[src/rtl/riscv_pkg.sv]
// Shared RV32 constants, fetch-queue entry layout and fetch-state encoding
// used by the instruction fetch unit and its queue.
package riscv_pkg;

  localparam int XLEN = 32;
  localparam int INSTR_BYTES = 4;
  localparam logic [XLEN-1:0] NOP_INSTR = 32'h0000_0013;

  typedef enum logic [1:0] {
    FETCH_FILL  = 2'd0,
    FETCH_FULL  = 2'd1,
    FETCH_FLUSH = 2'd2
  } fetch_state_e;

  typedef struct packed {
    logic [XLEN-1:0] pc;
    logic [XLEN-1:0] instr;
  } fetch_entry_t;

  // Sequential PC with wrap to 0 once the next word would fall past the end of imem.
  function automatic logic [XLEN-1:0] next_pc(input logic [XLEN-1:0] pc,
                                               input logic [XLEN-1:0] limit);
    logic [XLEN-1:0] sum;
    sum = pc + XLEN'(INSTR_BYTES);
    return (sum >= limit) ? '0 : sum;
  endfunction

endpackage

[src/rtl/instruction_fetch_unit_if.sv]
// Fetch-unit bus: imem read port, redirect request and the decode-side
// valid/ready instruction stream.
interface instruction_fetch_unit_if;
  import riscv_pkg::*;

  logic [XLEN-1:0] imem_addr;
  logic [XLEN-1:0] imem_rd;
  logic            redirect_valid;
  logic [XLEN-1:0] redirect_pc;
  logic            instr_valid;
  logic            instr_ready;
  logic [XLEN-1:0] instr;
  logic [XLEN-1:0] instr_pc;
  logic            misalign_err;

  // Handshake: an instruction transfers on a rising edge where instr_valid and
  // instr_ready are both 1; instr_valid never depends on instr_ready, and the
  // head stays stable until it transfers or a redirect/reset discards it.
  modport master (
    output imem_addr,
    input  imem_rd,
    input  redirect_valid,
    input  redirect_pc,
    output instr_valid,
    input  instr_ready,
    output instr,
    output instr_pc,
    output misalign_err
  );

  modport slave (
    input  imem_addr,
    output imem_rd,
    output redirect_valid,
    output redirect_pc,
    input  instr_valid,
    output instr_ready,
    input  instr,
    input  instr_pc,
    input  misalign_err
  );

endinterface

[src/rtl/fetch_queue.sv]
// Circular FIFO of {pc, instr} entries with push, pop and flush; the head is
// read straight from storage registers so no imem path reaches the outputs.
module fetch_queue
  import riscv_pkg::*;
#(
  parameter int DEPTH = 2
) (
  input  logic                     clk,
  input  logic                     reset,
  input  logic                     push,
  input  logic                     pop,
  input  logic                     flush,
  input  fetch_entry_t             push_data,
  output fetch_entry_t             head,
  output logic                     full,
  output logic                     empty,
  output logic [$clog2(DEPTH):0]   count
);

  localparam int AW = $clog2(DEPTH);
  localparam int CW = AW + 1;

  fetch_entry_t   mem [DEPTH];
  logic [AW-1:0]  wr_ptr;
  logic [AW-1:0]  rd_ptr;
  logic           do_push;
  logic           do_pop;

  assign empty   = (count == '0);
  assign full    = (count == CW'(DEPTH));
  assign do_pop  = pop && !empty && !flush;
  assign do_push = push && !flush && (!full || do_pop);

  always_ff @(posedge clk or negedge reset) begin
    if (!reset) begin
      wr_ptr <= '0;
      rd_ptr <= '0;
      count  <= '0;
    end else if (flush) begin
      wr_ptr <= '0;
      rd_ptr <= '0;
      count  <= '0;
    end else begin
      if (do_push) wr_ptr <= wr_ptr + AW'(1);
      if (do_pop)  rd_ptr <= rd_ptr + AW'(1);
      count <= count + CW'(do_push) - CW'(do_pop);
    end
  end

  // Storage needs no reset: an empty queue never exposes it.
  always_ff @(posedge clk) begin
    if (do_push) mem[wr_ptr] <= push_data;
  end

  always_comb begin
    head = '{pc: '0, instr: NOP_INSTR};
    if (!empty) head = mem[rd_ptr];
  end

endmodule

[src/rtl/instruction_fetch_unit.sv]
// Instruction fetch unit: owns the PC, reads imem combinationally and queues
// {pc, instr} for decode, with stall back-pressure and redirect flush.
module instruction_fetch_unit
  import riscv_pkg::*;
#(
  parameter logic [XLEN-1:0] RESET_PC   = 32'h0,
  parameter int              IMEM_BYTES = 32,
  parameter int              DEPTH      = 2
) (
  input  logic                      clk,
  input  logic                      reset,
  instruction_fetch_unit_if.master  bus,
  output fetch_state_e              state
);

  localparam int CW = $clog2(DEPTH) + 1;
  localparam logic [XLEN-1:0] LIMIT = XLEN'(IMEM_BYTES);

  logic [XLEN-1:0] pc_q;
  logic [XLEN-1:0] redirect_target;
  fetch_entry_t    head;
  logic            full;
  logic            empty;
  logic [CW-1:0]   count;
  logic            pop;
  logic            fetch_en;
  logic            misalign_q;

  assign pop      = !empty && bus.instr_ready;
  assign fetch_en = !full || pop;

  // Targets outside imem restart at 0; otherwise the low bits are dropped.
  assign redirect_target = (bus.redirect_pc >= LIMIT) ? '0
                         : {bus.redirect_pc[XLEN-1:2], 2'b00};

  fetch_queue #(.DEPTH(DEPTH)) u_queue (
    .clk       (clk),
    .reset     (reset),
    .push      (fetch_en),
    .pop       (pop),
    .flush     (bus.redirect_valid),
    .push_data ('{pc: pc_q, instr: bus.imem_rd}),
    .head      (head),
    .full      (full),
    .empty     (empty),
    .count     (count)
  );

  always_ff @(posedge clk or negedge reset) begin
    if (!reset) begin
      pc_q       <= RESET_PC;
      misalign_q <= 1'b0;
    end else begin
      misalign_q <= bus.redirect_valid && (bus.redirect_pc[1:0] != 2'b00);
      if (bus.redirect_valid) pc_q <= redirect_target;
      else if (fetch_en)      pc_q <= next_pc(pc_q, LIMIT);
    end
  end

  // Observational state: FLUSH marks the single empty cycle after a redirect.
  always_ff @(posedge clk or negedge reset) begin
    if (!reset) begin
      state <= FETCH_FILL;
    end else if (bus.redirect_valid) begin
      state <= FETCH_FLUSH;
    end else begin
      case (state)
        FETCH_FLUSH: state <= FETCH_FILL;
        FETCH_FILL:  if (count == CW'(DEPTH) && !pop) state <= FETCH_FULL;
        FETCH_FULL:  if (pop) state <= FETCH_FILL;
        default:     state <= FETCH_FILL;
      endcase
    end
  end

  assign bus.imem_addr    = pc_q;
  assign bus.instr_valid  = !empty;
  assign bus.instr        = head.instr;
  assign bus.instr_pc     = head.pc;
  assign bus.misalign_err = misalign_q;

endmodule

[src/flat_wrapper.sv]
// flat-port wrapper written by rule: the top's interface ports become plain ports
module instruction_fetch_unit_flat import riscv_pkg::*;
#(
  parameter logic [XLEN-1:0] RESET_PC   = 32'h0,
  parameter int              IMEM_BYTES = 32,
  parameter int              DEPTH      = 2
)
  (clk, reset, state, bus_imem_addr, bus_imem_rd, bus_redirect_valid, bus_redirect_pc, bus_instr_valid, bus_instr_ready, bus_instr, bus_instr_pc, bus_misalign_err);
  instruction_fetch_unit_if bus_i ();
  input  logic clk;
  input  logic reset;
  output fetch_state_e state;
  output wire logic [$bits(bus_i.imem_addr)-1:0] bus_imem_addr;
  input wire logic [$bits(bus_i.imem_rd)-1:0] bus_imem_rd;
  input wire logic [$bits(bus_i.redirect_valid)-1:0] bus_redirect_valid;
  input wire logic [$bits(bus_i.redirect_pc)-1:0] bus_redirect_pc;
  output wire logic [$bits(bus_i.instr_valid)-1:0] bus_instr_valid;
  input wire logic [$bits(bus_i.instr_ready)-1:0] bus_instr_ready;
  output wire logic [$bits(bus_i.instr)-1:0] bus_instr;
  output wire logic [$bits(bus_i.instr_pc)-1:0] bus_instr_pc;
  output wire logic [$bits(bus_i.misalign_err)-1:0] bus_misalign_err;
  assign bus_imem_addr = bus_i.imem_addr;
  assign bus_i.imem_rd = bus_imem_rd;
  assign bus_i.redirect_valid = bus_redirect_valid;
  assign bus_i.redirect_pc = bus_redirect_pc;
  assign bus_instr_valid = bus_i.instr_valid;
  assign bus_i.instr_ready = bus_instr_ready;
  assign bus_instr = bus_i.instr;
  assign bus_instr_pc = bus_i.instr_pc;
  assign bus_misalign_err = bus_i.misalign_err;
  instruction_fetch_unit #(.RESET_PC(RESET_PC), .IMEM_BYTES(IMEM_BYTES), .DEPTH(DEPTH)) u_core (.clk(clk), .reset(reset), .bus(bus_i), .state(state));
endmodule
[config.mk]
export PLATFORM = sky130hd
export DESIGN_NAME = instruction_fetch_unit_flat
export DESIGN_NICKNAME = d
export VERILOG_FILES = /design/src/rtl/riscv_pkg.sv /design/src/rtl/instruction_fetch_unit_if.sv /design/src/rtl/fetch_queue.sv /design/src/rtl/instruction_fetch_unit.sv /design/src/flat_wrapper.sv
export SDC_FILE = /design/constraint.sdc
export NUM_CORES = 1
export LEC_CHECK = 0
export BUFFER_PORTS_ARGS = -buffer_cell sky130_fd_sc_hd__buf_4
export CORE_ASPECT_RATIO = 0.8
export CORE_MARGIN = 1
export CORE_UTILIZATION = 55
export CTS_CLUSTER_DIAMETER = 50
export DETAILED_ROUTE_END_ITERATION = 8
export PLACE_DENSITY = 0.82
export SLEW_MARGIN = 0
export SYNTH_ARGS = -nofsm -noshare
export SYNTH_HDL_FRONTEND = slang
export SYNTH_HIERARCHICAL = 1
export SYNTH_SLANG_ARGS = --single-unit
export TNS_END_PERCENT = 20
[constraint.sdc]
create_clock -name clk -period 14.9 [get_ports clk]
set_input_delay 0.745 -clock clk [delete_from_list [all_inputs] [get_ports clk]]
set_output_delay 0.745 -clock clk [all_outputs]
set_load 0.005 [all_outputs]
Yosys cells after proc, flatten, opt, wreduce, memory -nomap -nowiden
Memory sizes are Yosys's and may differ from the RTL's. Cells that the tools add are included. W data, S select, Z words.

Equal/unequal tests: 4. Add/sub/neg operators: 5. Multiplexer cells: 16. Reduce and logical (&&, ||, !) cells: 20. $lt $le $gt $ge: 2.

Operators with widths (number): $mux W32 (4); $ge A32 B6 Y1 const B (2); $mux W64 (1); $add A32 B3 Y32 const B (1); $mux W2 (4); $reduce_bool A2 Y1 (4); $logic_and A1 B1 Y1 (7); $mux W1 (6); $ne A3 B2 Y1 const B (2); $logic_not A1 Y1 (4); $logic_not A2 Y1 (2); $pmux W2 S2 (1); $add A1 B1 Y1 const B (2); $add A2 B1 Y2 (1); $eq A2 B1 Y1 const B (1); $eq A2 B2 Y1 const B (1); $logic_or A1 B1 Y1 (2); $reduce_and A2 Y1 (1); $sub A2 B1 Y2 (1).

Input port bits: 68. Logic and storage cells: 54. Memories kept: 1. Register bits after elaboration: 39. Output and inout port bits: 100. Bits in writable memories: 128.

Memories: u_core.u_queue.mem (depth 2, bits a word 64, rd ports 1, clocked after memory_dff 0, wr ports 1, RTL line fetch_queue.sv:23) `fetch_entry_t mem [DEPTH];`.

Longest topological paths before layout
Depth after elaboration: 10. Mapped depth: 12.

By module
The synthesis kept the hierarchy.

By module, submodules not included: fetch_queue (cells each 300, times used 1, sequential area each 3943.8 µm², area an instance 5108.6 µm²); instruction_fetch_unit (cells each 199, times used 1, sequential area each 825.8 µm², area an instance 1934.4 µm²).

Least setup slack after synthesis
OpenSTA, ideal clock, no wires.

Path kind: register to register. Start: reg u_core.u_queue.count[0]. End: mem u_core/u_queue/mem[1][0] (netlist name), enable pin. Path buffers: 2. Arrival: 7.840 ns. Path slack: 6.394 ns. Library setup time: 0.666 ns. Stages on the path, launching flop included: 9. Cell sequence: dfrtp_1 -> buf_2 -> nor2_2 -> buf_2 -> inv_1 -> nand2_1 -> nand2_1 -> inv_1 -> nor4b_1.

Elaborated cells between the ends (all ways): 13.

RTL lines: start: declaration (RTL line fetch_queue.sv:17) `output logic [$clog2(DEPTH):0] count`; start signal: assignment (RTL line fetch_queue.sv:46) `count <= count + CW'(do_push) - CW'(do_pop);`; $logic_not A2 Y1 (RTL line fetch_queue.sv:29) `assign empty = (count == '0);`; via u_core.empty (RTL line instruction_fetch_unit.sv:23) `logic empty;`; $logic_not A1 Y1; via bus_instr_valid (RTL line flat_wrapper.sv:17) `output wire logic [$bits(bus_i.instr_valid)-1:0] bus_instr_valid;`; $logic_and A1 B1 Y1 (RTL line instruction_fetch_unit.sv:29) `assign pop = !empty && bus.instr_ready;`; $logic_or A1 B1 Y1 (RTL line instruction_fetch_unit.sv:30) `assign fetch_en = !full || pop;`; via u_core.fetch_en (RTL line instruction_fetch_unit.sv:26) `logic fetch_en;`; $logic_and A1 B1 Y1 (2 in series) (RTL line fetch_queue.sv:32) `assign do_push = push && !flush && (!full || do_pop);`; $mux W1 (RTL line fetch_queue.sv:52) `if (do_push) mem[wr_ptr] <= push_data;`; $mux W1 (implied by the code) (RTL line fetch_queue.sv:52); end: declaration (RTL line fetch_queue.sv:23).

The timed path passes the listed nets, and every way through them passes these cells.

Final worst setup path
Start: reg u_core.u_queue.rd_ptr. End: out bus_instr[0].

Cells in the longest elaborated chain, start to end: 2.

RTL lines: start: declaration (RTL line fetch_queue.sv:25) `logic [AW-1:0] rd_ptr;`; start signal: assignment (RTL line fetch_queue.sv:45) `if (do_pop) rd_ptr <= rd_ptr + AW'(1);`; $mem_v2 Z2 W64; $mux W64 (RTL line fetch_queue.sv:57) `if (!empty) head = mem[rd_ptr];`; end: declaration (RTL line flat_wrapper.sv:19) `output wire logic [$bits(bus_i.instr)-1:0] bus_instr;`.

Every way passes these cells.

==> results.md <==
* Run status: complete, no violations
* Share of the yosys chip area belonging to registers at 0.677
* Final HPWL from detailed placement at 9.66 mm
* Dominant delay contributor by cell family on the critical path: flip-flops
* Largest stage delay on the critical path at 1170 ps
* Chip width at 129 um
* Accumulated negative setup slack at 0 ps
* Synth Area in Compound Gates at 0.0412
* CTS Sinks at 165
* TritonCTS clock tree: yes
* Iteration count of the initial detailed-routing pass at 6
* Synthesized-area fraction occupied by adder cells at 0.00355
* Number of buffers created by CTS at 17
* Count of H-tree levels built during CTS at 4
* Slowest cell on the critical path: sky130_fd_sc_hd__dfrtp_4
* Synth warnings at 6
* Drt first-iter violations at 502
* Kind of capture point of the worst setup path: output port
* Input/output buffers at 165
* Core Region at 12300 um^2
* First-pass GRT wire length at 23.5 mm
* Total congestion overflow after global routing at 0
* Worst clock skew at 4.98 ps
* CTS max path bufs at 2
* Power Density at 157 nW/um^2
* Net Sw Power at 0.000395 W
* Ratio of final minimum period to clock period at 0.202
* Number of register bits inferred by synthesis at 165
* Number of global-route vias before repair at 4623
* Clk network pwr share at 0.305
* Fin crit period at 3010 ps
* Async set-or-reset flop fraction in the synthesized netlist at 0.224
* Largest net degree at the start of global routing at 66
* Switching share of total power at 0.278
* Fillcell total at 851
* Pin slew with the least headroom to its limit at 1120 ps
* Dominant combinational cell family by area after synthesis: simple AND/OR/NAND/NOR gates
* Total wire length at 15.1 mm
* Cell Area, Synth at 7040 um^2
* Highest Clock Rate at 333 MHz
* Antenna violations before repair at 0
* Reg clk slew, reported paths at 60 ps
* Cell leakage power at 3.56 nW
* Number of instances in the synthesized netlist at 499
* Aggregate global-route resource usage at 0.241
* Final setup violation count at 0
* Critical-path maximum fanout at 65
* Ordered cell list for the critical path: mux2i_1 > o21ai_0 > buf_4
* Reg-to-Reg Start: u_core/u_queue/count[1]
* VDD IR-drop max at 0.118 mV
* Average footprint of a synthesized cell at 14.1 um^2
* Worst EP arrival at 2260 ps
* Sequential power share at 0.456
* P&R area growth vs syn at 28.1%
* Height of the die at 103 um
* Cts repair resizes at 0
* Post-synthesis simple-gate area fraction at 0.149
* Crit. Startpoint: u_core/u_queue/rd_ptr
* Multiplexer fraction of the synthesized cell area at 0.0974
* Worst hold path type: in2async
* Part of the power in combinational logic at 0.239
* Weighted congestion at the end of routability-driven global placement at 0.914
* Layout cells sized above 1 at 0.322
* DRC errors left at 0
* Main flop type after synthesis: sky130_fd_sc_hd__edfxtp_1
* Crit Path Class: reg2out
* Buffer cell driving the clock tree root: sky130_fd_sc_hd__clkbuf_16
* Initial cell density of the core at 0.571
* Relative slew slack at 0.252
* Distinct cell type count of the synthesized netlist at 62
* Number of enable-type register cells in the synthesized netlist at 128
* Count of nets left with antenna violations after detail routing at 0
* Setup repair after global routing missed its margin: false
* Detailed-route via count at 4830
* DIE AREA at 13300 um^2
* Critical Path Source Type: flip-flop
* Count of max-cap constraint violations at 0
* XOR/XNOR Fraction of Synth Area at 0.00622
* Register Area at 4770 um^2
* Data required time at the worst endpoint at 14160 ps
* DR WL/cell at 17.7 um
* Footprint of the multi-input gates at 2140 um^2
* Sum of buffers and inverters on the critical path at 1
* Internal power contribution at 0.00102 W
* Number of I/O pins at 168
* Number of buffers added for setup after CTS at 0
* Antenna cells at 0
* Net count, final at 740
* Number of buffers inserted by hold repair at cts at 0
* Number of hold violations in the final report at 0
* Total number of placement rows at 36
* Later-pin clock latency in the skew report at 420 ps
* Max-slew violation count at 0
* Power after layout at 0.00142 W
* Vias per cell at 5.66
## worst register-to-register path: cells and delay by family, from the launching register on
family / cells / cell delay, ps
buf+inv: 3 / 960
flops: 1 / 560
simple gates: 4 / 690
## cell type report
cell class              count  area share
well taps                 171      0.0237
multi-input cells         307       0.237
inverters                   9     0.00374
flip-flops and latches    165       0.529
clock inverters            13      0.0172
repair buffers            170       0.141
clock buffers              19      0.0480
## power groups by stage
stage	clock, W	sequential (W)	combinational, W
2_1_floorplan	0	0.000639	0.000195
3_3_place_gp	0	0.000651	0.000335
3_5_place_dp	0	0.000656	0.000341
4_1_cts	0.000438	0.000648	0.000344
5_1_grt	0.000457	0.000656	0.000375
6_report	0.000433	0.000647	0.000338
## cell families (layout without fill, tap and decap cells)
family	after synthesis	count (layout)
compound gates	38	38
xor+xnor	5	5
fa+ha+maj	2	2
buf+inv	32	211
flops	165	165
mux	68	68
other cells	1	6
simple gates	188	188
## synthesized netlist by cell type (2+ instances only)
library cell	count	area share
sky130_fd_sc_hd__a31oi_1	2	0.0018
sky130_fd_sc_hd__o21a_1	2	0.0021
sky130_fd_sc_hd__a211o_1	2	0.0025
sky130_fd_sc_hd__nand3_1	11	0.0078
sky130_fd_sc_hd__and2_1	28	0.025
sky130_fd_sc_hd__nand4_2	3	0.0053
sky130_fd_sc_hd__nor2_1	73	0.039
sky130_fd_sc_hd__and3_1	3	0.0027
sky130_fd_sc_hd__a21oi_1	2	0.0014
sky130_fd_sc_hd__buf_4	9	0.0096
sky130_fd_sc_hd__nand2b_1	2	0.0018
sky130_fd_sc_hd__ha_1	2	0.0036
sky130_fd_sc_hd__edfxtp_1	128	0.55
sky130_fd_sc_hd__nor3b_1	4	0.0043
sky130_fd_sc_hd__nor3_1	10	0.0071
sky130_fd_sc_hd__nor2b_1	4	0.0036
sky130_fd_sc_hd__buf_2	9	0.0064
sky130_fd_sc_hd__a311o_1	2	0.0028
sky130_fd_sc_hd__a41oi_1	2	0.0025
sky130_fd_sc_hd__a311oi_1	2	0.0025
sky130_fd_sc_hd__clkbuf_1	3	0.0016
sky130_fd_sc_hd__dfrtp_1	37	0.13
sky130_fd_sc_hd__nor4_1	9	0.0080
sky130_fd_sc_hd__o31ai_1	2	0.0021
sky130_fd_sc_hd__o21ai_0	7	0.0050
sky130_fd_sc_hd__inv_1	9	0.0048
sky130_fd_sc_hd__nor2_2	2	0.0018
sky130_fd_sc_hd__o2111ai_1	2	0.0025
sky130_fd_sc_hd__nor4b_1	2	0.0025
sky130_fd_sc_hd__a22oi_1	2	0.0021
sky130_fd_sc_hd__a32oi_1	2	0.0025
sky130_fd_sc_hd__o21ai_1	3	0.0021
sky130_fd_sc_hd__xnor2_1	2	0.0025
sky130_fd_sc_hd__nand2_1	10	0.0053
sky130_fd_sc_hd__mux2i_1	67	0.095
sky130_fd_sc_hd__xor2_1	3	0.0037
sky130_fd_sc_hd__nand4_1	12	0.011
## routing by layer
layer / vias to the layer above / GRT usage / routed length (um)
met5: - / 0 / 0
met4: 0 / 0.0905 / 229
met3: 32 / 0.0658 / 1260
met2: 258 / 0.379 / 7130
met1: 2337 / 0.325 / 6530
li1: 2203 / - / -
## through the flow
stage	area (um^2)	util	worst slack (ps)	hold WS [ps]	instances
floorplan	7060	-	6390	434	504
global placement	8440	0.683	12280	426	822
detailed placement	8440	0.683	12180	429	822
CTS	9020	0.731	11880	296	854
global route	9020	0.731	11800	316	854
finish	9020	0.731	11890	293	854
## worst paths after layout
path                                        endpoint  slack [ps]  cells after the start
hold reg to reg                      u_core/state[0]         440                      1
setup / recovery                        bus_instr[0]       11890                      3
max in group asynchronous      u_core/u_queue/rd_ptr       14220                      1
setup reg to reg           u_core/u_queue/mem[0][53]       12300                      7
hold / removal               u_core/bus.imem_addr[7]         290                      1
min in group clk                     u_core/state[0]         440                      1
## sequential cells by signal, summed over array words and instances, names as in the netlist
name / flops
u_core/u_queue/mem: 128
u_core/state: 2
u_core/bus.misalign_err: 1
u_core/u_queue/rd_ptr: 1
u_core/bus.imem_addr: 30
u_core/u_queue/count: 2
u_core/u_queue/wr_ptr: 1
## cells in the final DEF, fill, tap and decap left out, types with 4 or more instances in the layout
| cell | instances |
|---|---|
| sky130_fd_sc_hd__and2_1 | 28 |
| sky130_fd_sc_hd__buf_4 | 170 |
| sky130_fd_sc_hd__clkbuf_16 | 17 |
| sky130_fd_sc_hd__conb_1 | 6 |
| sky130_fd_sc_hd__dfrtp_1 | 36 |
| sky130_fd_sc_hd__edfxtp_1 | 128 |
| sky130_fd_sc_hd__inv_1 | 9 |
| sky130_fd_sc_hd__mux2i_1 | 67 |
| sky130_fd_sc_hd__nand2_1 | 10 |
| sky130_fd_sc_hd__nand3_1 | 11 |
| sky130_fd_sc_hd__nand4_1 | 12 |
| sky130_fd_sc_hd__nor2_1 | 73 |
| sky130_fd_sc_hd__nor2b_1 | 4 |
| sky130_fd_sc_hd__nor3_1 | 10 |
| sky130_fd_sc_hd__nor3b_1 | 4 |
| sky130_fd_sc_hd__nor4_1 | 9 |
| sky130_fd_sc_hd__o21ai_0 | 7 |
No activity file was read; power rests on OpenSTA's default activity.
